`src/rtl/dmem_arbiter_if.sv`:
```
// ---------------------------------------------------------------------------
// dmem_arbiter_if
// Bundles every requester and bsram-side signal of the data memory arbiter.
//   slave  : arbiter view (requests and mem_rd_data in; grants, rvalids,
//            bsram controls and counters out)
//   master : requester/memory view (the mirror image of slave)
// Requesters: cpu and dbg (rd/wr with gnt), rc (read only, no gnt),
// bc (write only, no gnt). rdata is one broadcast shared by all readers.
// ---------------------------------------------------------------------------
interface dmem_arbiter_if #(
    parameter int DATA_ADDR_WIDTH = 13,
    parameter int CNT_WIDTH       = 16
);
    logic                       copy_req;
    logic                       copy_active;

    logic                       cpu_rd_req;
    logic [DATA_ADDR_WIDTH-1:0] cpu_rd_addr;
    logic                       cpu_rd_gnt;
    logic                       cpu_rvalid;
    logic                       cpu_wr_req;
    logic [DATA_ADDR_WIDTH-1:0] cpu_wr_addr;
    logic [15:0]                cpu_wr_data;
    logic                       cpu_wr_gnt;

    logic                       dbg_rd_req;
    logic [DATA_ADDR_WIDTH-1:0] dbg_rd_addr;
    logic                       dbg_rd_gnt;
    logic                       dbg_rvalid;
    logic                       dbg_wr_req;
    logic [DATA_ADDR_WIDTH-1:0] dbg_wr_addr;
    logic [15:0]                dbg_wr_data;
    logic                       dbg_wr_gnt;

    logic                       rc_rd_req;
    logic [DATA_ADDR_WIDTH-1:0] rc_rd_addr;
    logic                       rc_rvalid;

    logic                       bc_we;
    logic [DATA_ADDR_WIDTH-1:0] bc_addr;
    logic [15:0]                bc_data;

    logic [DATA_ADDR_WIDTH-1:0] mem_rd_addr;
    logic [15:0]                mem_rd_data;
    logic [15:0]                rdata;
    logic                       mem_we;
    logic [DATA_ADDR_WIDTH-1:0] mem_wr_addr;
    logic [15:0]                mem_wr_data;

    logic [CNT_WIDTH-1:0]       drop_cnt;
    logic [CNT_WIDTH-1:0]       conflict_cnt;

    modport slave (
        input  copy_req,
        input  cpu_rd_req, cpu_rd_addr, cpu_wr_req, cpu_wr_addr, cpu_wr_data,
        input  dbg_rd_req, dbg_rd_addr, dbg_wr_req, dbg_wr_addr, dbg_wr_data,
        input  rc_rd_req, rc_rd_addr,
        input  bc_we, bc_addr, bc_data,
        input  mem_rd_data,
        output copy_active,
        output cpu_rd_gnt, cpu_rvalid, cpu_wr_gnt,
        output dbg_rd_gnt, dbg_rvalid, dbg_wr_gnt,
        output rc_rvalid,
        output mem_rd_addr, rdata, mem_we, mem_wr_addr, mem_wr_data,
        output drop_cnt, conflict_cnt
    );

    modport master (
        output copy_req,
        output cpu_rd_req, cpu_rd_addr, cpu_wr_req, cpu_wr_addr, cpu_wr_data,
        output dbg_rd_req, dbg_rd_addr, dbg_wr_req, dbg_wr_addr, dbg_wr_data,
        output rc_rd_req, rc_rd_addr,
        output bc_we, bc_addr, bc_data,
        output mem_rd_data,
        input  copy_active,
        input  cpu_rd_gnt, cpu_rvalid, cpu_wr_gnt,
        input  dbg_rd_gnt, dbg_rvalid, dbg_wr_gnt,
        input  rc_rvalid,
        input  mem_rd_addr, rdata, mem_we, mem_wr_addr, mem_wr_data,
        input  drop_cnt, conflict_cnt
    );
endinterface

```
`src/rtl/dmem_arbiter.sv`:
```
// ---------------------------------------------------------------------------
// dmem_arbiter
// Owns the single read and single write port of the data bsram and shares
// them between cpu, dbg, rect_copy_controller (rc) and button_controller (bc).
// Outside the copy window cpu/dbg share each port round-robin; inside it
// rc owns the read port and bc the write port. DRAIN and RELEASE are one-cycle
// buffer states so the last read of one owner set returns before the other
// set takes over.
// Ports:
//   clk    : system clock
//   resetn : asynchronous active-low reset
//   bus    : dmem_arbiter_if.slave (requests, grants, rvalids, bsram side,
//            saturating drop/conflict counters)
// ---------------------------------------------------------------------------
module dmem_arbiter #(
    parameter int DATA_ADDR_WIDTH = 13,
    parameter int CNT_WIDTH       = 16
) (
    input logic           clk,
    input logic           resetn,
    dmem_arbiter_if.slave bus
);

    typedef enum logic [1:0] {RUN, DRAIN, COPY, RELEASE} state_t;

    state_t state, state_nxt;

    // Pointer value 0 favours cpu, 1 favours dbg.
    logic rd_ptr, wr_ptr;

    // Cleared asynchronously by reset and set on the first clock after it,
    // so grants drop the instant resetn falls and never race its release.
    logic armed;

    logic run, copy_win;
    logic cpu_rd_g, dbg_rd_g, rc_rd_g;
    logic cpu_wr_g, dbg_wr_g, bc_wr_g;
    logic rd_conflict, wr_conflict, bc_drop;

    // Registered read owner (one-hot): each rvalid is the owner's grant
    // delayed by the bsram read latency of one cycle.
    logic cpu_rv, dbg_rv, rc_rv;

    logic [CNT_WIDTH-1:0] drop_q, conflict_q;

    // ---------------- FSM ----------------
    always_ff @(posedge clk or negedge resetn) begin
        if (!resetn) state <= RUN;
        else         state <= state_nxt;
    end

    always_comb begin
        state_nxt = state;
        case (state)
            RUN:     if (bus.copy_req) state_nxt = DRAIN;
            DRAIN:   state_nxt = bus.copy_req ? COPY : RUN;
            COPY:    if (!bus.copy_req) state_nxt = RELEASE;
            RELEASE: state_nxt = RUN;   // always at least one RUN cycle
            default: state_nxt = RUN;
        endcase
    end

    // ---------------- grants ----------------
    assign run      = armed && (state == RUN);
    assign copy_win = armed && (state == COPY);

    assign cpu_rd_g = run & bus.cpu_rd_req & (~bus.dbg_rd_req | ~rd_ptr);
    assign dbg_rd_g = run & bus.dbg_rd_req & (~bus.cpu_rd_req |  rd_ptr);
    assign rc_rd_g  = copy_win & bus.rc_rd_req;

    assign cpu_wr_g = run & bus.cpu_wr_req & (~bus.dbg_wr_req | ~wr_ptr);
    assign dbg_wr_g = run & bus.dbg_wr_req & (~bus.cpu_wr_req |  wr_ptr);
    assign bc_wr_g  = copy_win & bus.bc_we;

    assign rd_conflict = run & bus.cpu_rd_req & bus.dbg_rd_req;
    assign wr_conflict = run & bus.cpu_wr_req & bus.dbg_wr_req;
    assign bc_drop     = armed & bus.bc_we & (state != COPY);

    // ---------------- bsram muxes (zero when idle) ----------------
    always_comb begin
        bus.mem_rd_addr = '0;
        if (cpu_rd_g)      bus.mem_rd_addr = bus.cpu_rd_addr;
        else if (dbg_rd_g) bus.mem_rd_addr = bus.dbg_rd_addr;
        else if (rc_rd_g)  bus.mem_rd_addr = bus.rc_rd_addr;
    end

    always_comb begin
        bus.mem_wr_addr = '0;
        bus.mem_wr_data = '0;
        if (cpu_wr_g) begin
            bus.mem_wr_addr = bus.cpu_wr_addr;
            bus.mem_wr_data = bus.cpu_wr_data;
        end else if (dbg_wr_g) begin
            bus.mem_wr_addr = bus.dbg_wr_addr;
            bus.mem_wr_data = bus.dbg_wr_data;
        end else if (bc_wr_g) begin
            bus.mem_wr_addr = bus.bc_addr;
            bus.mem_wr_data = bus.bc_data;
        end
    end

    assign bus.mem_we      = cpu_wr_g | dbg_wr_g | bc_wr_g;
    assign bus.copy_active = (state == COPY);
    assign bus.cpu_rd_gnt  = cpu_rd_g;
    assign bus.dbg_rd_gnt  = dbg_rd_g;
    assign bus.cpu_wr_gnt  = cpu_wr_g;
    assign bus.dbg_wr_gnt  = dbg_wr_g;
    assign bus.cpu_rvalid  = cpu_rv;
    assign bus.dbg_rvalid  = dbg_rv;
    assign bus.rc_rvalid   = rc_rv;
    assign bus.rdata       = bus.mem_rd_data;
    assign bus.drop_cnt    = drop_q;
    assign bus.conflict_cnt = conflict_q;

    // ---------------- sequential state ----------------
    always_ff @(posedge clk or negedge resetn) begin
        if (!resetn) begin
            armed      <= 1'b0;
            rd_ptr     <= 1'b0;
            wr_ptr     <= 1'b0;
            cpu_rv     <= 1'b0;
            dbg_rv     <= 1'b0;
            rc_rv      <= 1'b0;
            drop_q     <= '0;
            conflict_q <= '0;
        end else begin
            armed  <= 1'b1;
            cpu_rv <= cpu_rd_g;
            dbg_rv <= dbg_rd_g;
            rc_rv  <= rc_rd_g;
            // Under contention the winner was the favoured side, so toggling
            // hands preference to the loser. Pointers only move in RUN.
            if (rd_conflict) rd_ptr <= ~rd_ptr;
            if (wr_conflict) wr_ptr <= ~wr_ptr;
            if ((rd_conflict | wr_conflict) && (conflict_q != '1))
                conflict_q <= conflict_q + CNT_WIDTH'(1);
            if (bc_drop && (drop_q != '1))
                drop_q <= drop_q + CNT_WIDTH'(1);
        end
    end

endmodule

```
`src/flat_wrapper.sv`:
```
// flat-port wrapper written by rule: the top's interface ports become plain ports
module dmem_arbiter_flat 
#(
    parameter int DATA_ADDR_WIDTH = 13,
    parameter int CNT_WIDTH       = 16
)
  (clk, resetn, bus_copy_req, bus_cpu_rd_req, bus_cpu_rd_addr, bus_cpu_wr_req, bus_cpu_wr_addr, bus_cpu_wr_data, bus_dbg_rd_req, bus_dbg_rd_addr, bus_dbg_wr_req, bus_dbg_wr_addr, bus_dbg_wr_data, bus_rc_rd_req, bus_rc_rd_addr, bus_bc_we, bus_bc_addr, bus_bc_data, bus_mem_rd_data, bus_copy_active, bus_cpu_rd_gnt, bus_cpu_rvalid, bus_cpu_wr_gnt, bus_dbg_rd_gnt, bus_dbg_rvalid, bus_dbg_wr_gnt, bus_rc_rvalid, bus_mem_rd_addr, bus_rdata, bus_mem_we, bus_mem_wr_addr, bus_mem_wr_data, bus_drop_cnt, bus_conflict_cnt);
  dmem_arbiter_if #(.DATA_ADDR_WIDTH(DATA_ADDR_WIDTH), .CNT_WIDTH(CNT_WIDTH)) bus_i ();
  input logic clk;
  input logic resetn;
  input wire logic [$bits(bus_i.copy_req)-1:0] bus_copy_req;
  input wire logic [$bits(bus_i.cpu_rd_req)-1:0] bus_cpu_rd_req;
  input wire logic [$bits(bus_i.cpu_rd_addr)-1:0] bus_cpu_rd_addr;
  input wire logic [$bits(bus_i.cpu_wr_req)-1:0] bus_cpu_wr_req;
  input wire logic [$bits(bus_i.cpu_wr_addr)-1:0] bus_cpu_wr_addr;
  input wire logic [$bits(bus_i.cpu_wr_data)-1:0] bus_cpu_wr_data;
  input wire logic [$bits(bus_i.dbg_rd_req)-1:0] bus_dbg_rd_req;
  input wire logic [$bits(bus_i.dbg_rd_addr)-1:0] bus_dbg_rd_addr;
  input wire logic [$bits(bus_i.dbg_wr_req)-1:0] bus_dbg_wr_req;
  input wire logic [$bits(bus_i.dbg_wr_addr)-1:0] bus_dbg_wr_addr;
  input wire logic [$bits(bus_i.dbg_wr_data)-1:0] bus_dbg_wr_data;
  input wire logic [$bits(bus_i.rc_rd_req)-1:0] bus_rc_rd_req;
  input wire logic [$bits(bus_i.rc_rd_addr)-1:0] bus_rc_rd_addr;
  input wire logic [$bits(bus_i.bc_we)-1:0] bus_bc_we;
  input wire logic [$bits(bus_i.bc_addr)-1:0] bus_bc_addr;
  input wire logic [$bits(bus_i.bc_data)-1:0] bus_bc_data;
  input wire logic [$bits(bus_i.mem_rd_data)-1:0] bus_mem_rd_data;
  output wire logic [$bits(bus_i.copy_active)-1:0] bus_copy_active;
  output wire logic [$bits(bus_i.cpu_rd_gnt)-1:0] bus_cpu_rd_gnt;
  output wire logic [$bits(bus_i.cpu_rvalid)-1:0] bus_cpu_rvalid;
  output wire logic [$bits(bus_i.cpu_wr_gnt)-1:0] bus_cpu_wr_gnt;
  output wire logic [$bits(bus_i.dbg_rd_gnt)-1:0] bus_dbg_rd_gnt;
  output wire logic [$bits(bus_i.dbg_rvalid)-1:0] bus_dbg_rvalid;
  output wire logic [$bits(bus_i.dbg_wr_gnt)-1:0] bus_dbg_wr_gnt;
  output wire logic [$bits(bus_i.rc_rvalid)-1:0] bus_rc_rvalid;
  output wire logic [$bits(bus_i.mem_rd_addr)-1:0] bus_mem_rd_addr;
  output wire logic [$bits(bus_i.rdata)-1:0] bus_rdata;
  output wire logic [$bits(bus_i.mem_we)-1:0] bus_mem_we;
  output wire logic [$bits(bus_i.mem_wr_addr)-1:0] bus_mem_wr_addr;
  output wire logic [$bits(bus_i.mem_wr_data)-1:0] bus_mem_wr_data;
  output wire logic [$bits(bus_i.drop_cnt)-1:0] bus_drop_cnt;
  output wire logic [$bits(bus_i.conflict_cnt)-1:0] bus_conflict_cnt;
  assign bus_i.copy_req = bus_copy_req;
  assign bus_i.cpu_rd_req = bus_cpu_rd_req;
  assign bus_i.cpu_rd_addr = bus_cpu_rd_addr;
  assign bus_i.cpu_wr_req = bus_cpu_wr_req;
  assign bus_i.cpu_wr_addr = bus_cpu_wr_addr;
  assign bus_i.cpu_wr_data = bus_cpu_wr_data;
  assign bus_i.dbg_rd_req = bus_dbg_rd_req;
  assign bus_i.dbg_rd_addr = bus_dbg_rd_addr;
  assign bus_i.dbg_wr_req = bus_dbg_wr_req;
  assign bus_i.dbg_wr_addr = bus_dbg_wr_addr;
  assign bus_i.dbg_wr_data = bus_dbg_wr_data;
  assign bus_i.rc_rd_req = bus_rc_rd_req;
  assign bus_i.rc_rd_addr = bus_rc_rd_addr;
  assign bus_i.bc_we = bus_bc_we;
  assign bus_i.bc_addr = bus_bc_addr;
  assign bus_i.bc_data = bus_bc_data;
  assign bus_i.mem_rd_data = bus_mem_rd_data;
  assign bus_copy_active = bus_i.copy_active;
  assign bus_cpu_rd_gnt = bus_i.cpu_rd_gnt;
  assign bus_cpu_rvalid = bus_i.cpu_rvalid;
  assign bus_cpu_wr_gnt = bus_i.cpu_wr_gnt;
  assign bus_dbg_rd_gnt = bus_i.dbg_rd_gnt;
  assign bus_dbg_rvalid = bus_i.dbg_rvalid;
  assign bus_dbg_wr_gnt = bus_i.dbg_wr_gnt;
  assign bus_rc_rvalid = bus_i.rc_rvalid;
  assign bus_mem_rd_addr = bus_i.mem_rd_addr;
  assign bus_rdata = bus_i.rdata;
  assign bus_mem_we = bus_i.mem_we;
  assign bus_mem_wr_addr = bus_i.mem_wr_addr;
  assign bus_mem_wr_data = bus_i.mem_wr_data;
  assign bus_drop_cnt = bus_i.drop_cnt;
  assign bus_conflict_cnt = bus_i.conflict_cnt;
  dmem_arbiter #(.DATA_ADDR_WIDTH(DATA_ADDR_WIDTH), .CNT_WIDTH(CNT_WIDTH)) u_core (.clk(clk), .resetn(resetn), .bus(bus_i));
endmodule
```
`config.mk`:
```
export PLATFORM = sky130hd
export DESIGN_NAME = dmem_arbiter_flat
export DESIGN_NICKNAME = d
export VERILOG_FILES = /design/src/rtl/dmem_arbiter_if.sv /design/src/rtl/dmem_arbiter.sv /design/src/flat_wrapper.sv
export SDC_FILE = /design/constraint.sdc
export NUM_CORES = 1
export LEC_CHECK = 0
export ABC_AREA = 1
export CORE_MARGIN = 2
export CORE_UTILIZATION = 35
export DETAILED_ROUTE_END_ITERATION = 12
export PLACE_DENSITY = 0.81
export SLEW_MARGIN = 0
export SYNTH_ARGS = -nofsm -noshare
export SYNTH_HDL_FRONTEND = slang
export SYNTH_SLANG_ARGS = --single-unit
```
`constraint.sdc`:
```
create_clock -name clk -period 2 [get_ports clk]
set_input_delay 0.4 -clock clk [delete_from_list [all_inputs] [get_ports clk]]
set_output_delay 0.4 -clock clk [all_outputs]
set_load 0.05 [all_outputs]
```
==> results.toml <==
[outcome]
status = "finished, violations left"
failed_checks = "setup timing"

[worst_setup_path]
worstPathCellList = "nor3b_4, nand2_2, a21oi_4, buf_12, buf_12, nand2_2, nand3_4, buf_12"
worstPathArrival_ns = 1.83
required_ns = 1.60
startpoint_type = "flip-flop"
rr_worst_depth = 9
crit_family = "simple AND/OR/NAND/NOR gates"
slowest_delay_ns = 0.41
cpMostUsedCell = "buf_12"
crit_type = "reg -> out"
crit_path_end_kind = "output pin"
crit_slowest_cell = "dfrtp_1"
crit_buf_inv = 3
cp.depth = 8
worstPathMaxFanout = 8

[synthesis]
ys_types = 29
ys_ff_latch = 40
avgSynthCellArea_sq_um = 6.23
syn_area_sq_mm = 0.00327
synthArstFlopShare = 1.00
syn_nets = 679
yosysWarnings = 0
synth-edff-count = 0
synth_top_area_frac = 0.306
ys_top_cells_by_area = "dfrtp_1 (31%), nand2_1 (27%), nand3_1 (9.2%)"
synth_cells = 526
synth_top_area_cell = "dfrtp_1"
synth-seq-area-share = 0.306
ys.flop_type = "dfrtp_1"

[floorplanning]
start_util = 0.358
die_area_sq_mm = 0.0101
die_h_um = 101
die_w_um = 101
ios = 250
core_area_sq_mm = 0.00915
rows = 35

[clocking]
cts.sinks = 40
cts_made_buffers = 5
clockBufferDepth = 2
cts_hold_buffers = 0
root_buffer = "clkbuf_8"
clk_pin_slew_ns = 0.08
insertion_delay_ns = 0.29
h-tree-depth = 2
cts_tree = "done"

[place]
dp_hpwl_um = 10900
place_congestion = 0.830
port-buffer-count = 217
dpl_cell_area_sq_mm = 0.00595

[timing]
slew_headroom = 0.629
hold_ws_ns = 0.0429
final.period_utilization = 1.11
clock_skew_ns = 0.0137
finalHoldViolCount = 0
tightest_slew_ns = 0.554
worst_slack_ns = -0.227
setup_viol = 47
fmax_mhz = 449
fin_crit_ns = 2.23
drv_slew = 0
setup_tns_ns = -8.55
rsz0062_at_grt = "true"

[detailed_routing]
avgViaCountPerCell = 5.10
route.detailed.drc = 0
initialDrtViolationCount = 185
drt-total-wl_um = 15500
vias = 4441
wl_per_cell_um = 17.8
dr.pass1.iters = 5
ant_nets = 0

[final_layout]
area_growth_pct = 108
antennaDiodeCount = 0
multi_input_area_sq_mm = 0.00237
fillerInstances = 613
stdcell_area_sq_mm = 0.00681
final_cell_mix = "nand2_1 (206), clkdlybuf4s50_1 (142), buf_12 (44)"
drive_gt1_frac = 0.294
fin_nets = 911
mostFrequentLayoutCell = "nand2_1"
regArea_sq_mm = 0.00100

[global_route]
grt_overflow_total = 0
grt_use_total = 0.263
antenna_found_initial = 0
first_global_vias = 4256
grt_max_degree = 26
grt_first_pass_wirelength_um = 21200

[pwr]
p_per_area_mw_per_mm2 = 889
power_mw = 6.05
leakage_nw = 3.38
ir_drop_mv = 0.786

[run]
maxCapViolations = 0

[min_path]
min_path_type = "in -> async"
==> path summary, 6_finish.rpt <==
| path | endpoint | slack, ns | from |
|---|---|---|---|
| min in group clk | u_core.rd_ptr | 0.51 | u_core.rd_ptr |
| hold reg to reg | u_core.rd_ptr | 0.51 | u_core.rd_ptr |
| hold / removal | u_core.bus.conflict_cnt[14] | 0.04 | resetn |
| setup / recovery | bus_mem_wr_data[13] | -0.23 | u_core.state[0] |
| max in group asynchronous | u_core.bus.drop_cnt[0] | 1.47 | resetn |
| setup reg to reg | u_core.bus.drop_cnt[1] | 0.22 | u_core.bus.drop_cnt[1] |
==> through the flow <==
| step | std cells | setup slack [ns] | util |
|---|---|---|---|
| after floorplan | 526 | 0.00253 | - |
| after global placement | 849 | -0.206 | 0.650 |
| after detailed placement | 849 | -0.269 | 0.650 |
| after CTS | 870 | -0.226 | 0.714 |
| after global routing | 870 | -0.324 | 0.744 |
| final | 870 | -0.227 | 0.744 |
==> worst register-to-register path, cell delays in order, from the launching register on <==
cell and delay (ns):
dfrtp_1 0.41, ha_1 0.29, nand3_2 0.13, inv_1 0.08, nand2_1 0.10, inv_1 0.09, nand2_2 0.10, nand2_1 0.33
nand2_1 0.11, nand2_1 0.08
==> state kept, by name (all words and copies together) (netlist names), named ones only <==
signal	flops
u_core.armed	1
u_core.bus.conflict_cnt	16
u_core.bus.cpu_rvalid	1
u_core.bus.dbg_rvalid	1
u_core.bus.drop_cnt	16
u_core.bus.rc_rvalid	1
u_core.rd_ptr	1
u_core.state	1
u_core.wr_ptr	1
==> cell usage after synthesis, types with 2 or more instances <==
cell type	number
nand4_1	14
or2_2	3
ha_1	2
nand3b_1	2
buf_6	2
nand3_1	60
o21ai_0	14
xnor2_1	9
buf_8	2
nor2_1	37
buf_4	21
inv_1	35
nand2_2	20
buf_2	7
xor2_1	5
dfrtp_1	40
nand2_1	239
o21ai_1	3
==> per-layer routing <==
metal / vias up / track usage / share of wire
met2: 203 / 0.475 / 0.51
li1: 2105 / - / -
met3: 40 / 0.0971 / 0.11
met4: 0 / 0.0717 / 0.034
met5: - / 0 / 0
met1: 2093 / 0.289 / 0.35
==> power breakdown <==
| part | internal (mW) | switching [mW] | leakage (nW) | total, mW |
|---|---|---|---|---|
| combinational | 1.81 | 2.38 | 2.78 | 4.19 |
| clock | 0.408 | 0.290 | 0.0614 | 0.698 |
| sequential | 0.965 | 0.195 | 0.537 | 1.16 |
==> area by class of cell <==
cell class	instances	share of cell area
sequential	40	0.147
clock buffer	6	0.0121
clock inverter	2	0.00570
multi-input combinational	417	0.348
inverter	36	0.0213
tap	111	0.0204
timing repair buffer	258	0.446
==> cells by family after synthesis <==
family | Yosys count | synth area share
adders and majority gates | 2 | 0.00764
xor gates and xnor gates | 14 | 0.0374
and+or+nand+nor | 380 | 0.498
DFF | 40 | 0.306
AOI/OAI and AO/OA | 20 | 0.0329
buffers and inverters | 69 | 0.117
other | 1 | 0.00115
==> what timing repair did <==
item,CTS,global route
pin swaps,2,2
gates cloned,3,3
setup endpoints to repair,47,58
resized for setup,74,69
setup buffers,11,1
Power figures use the tool's default switching activity.
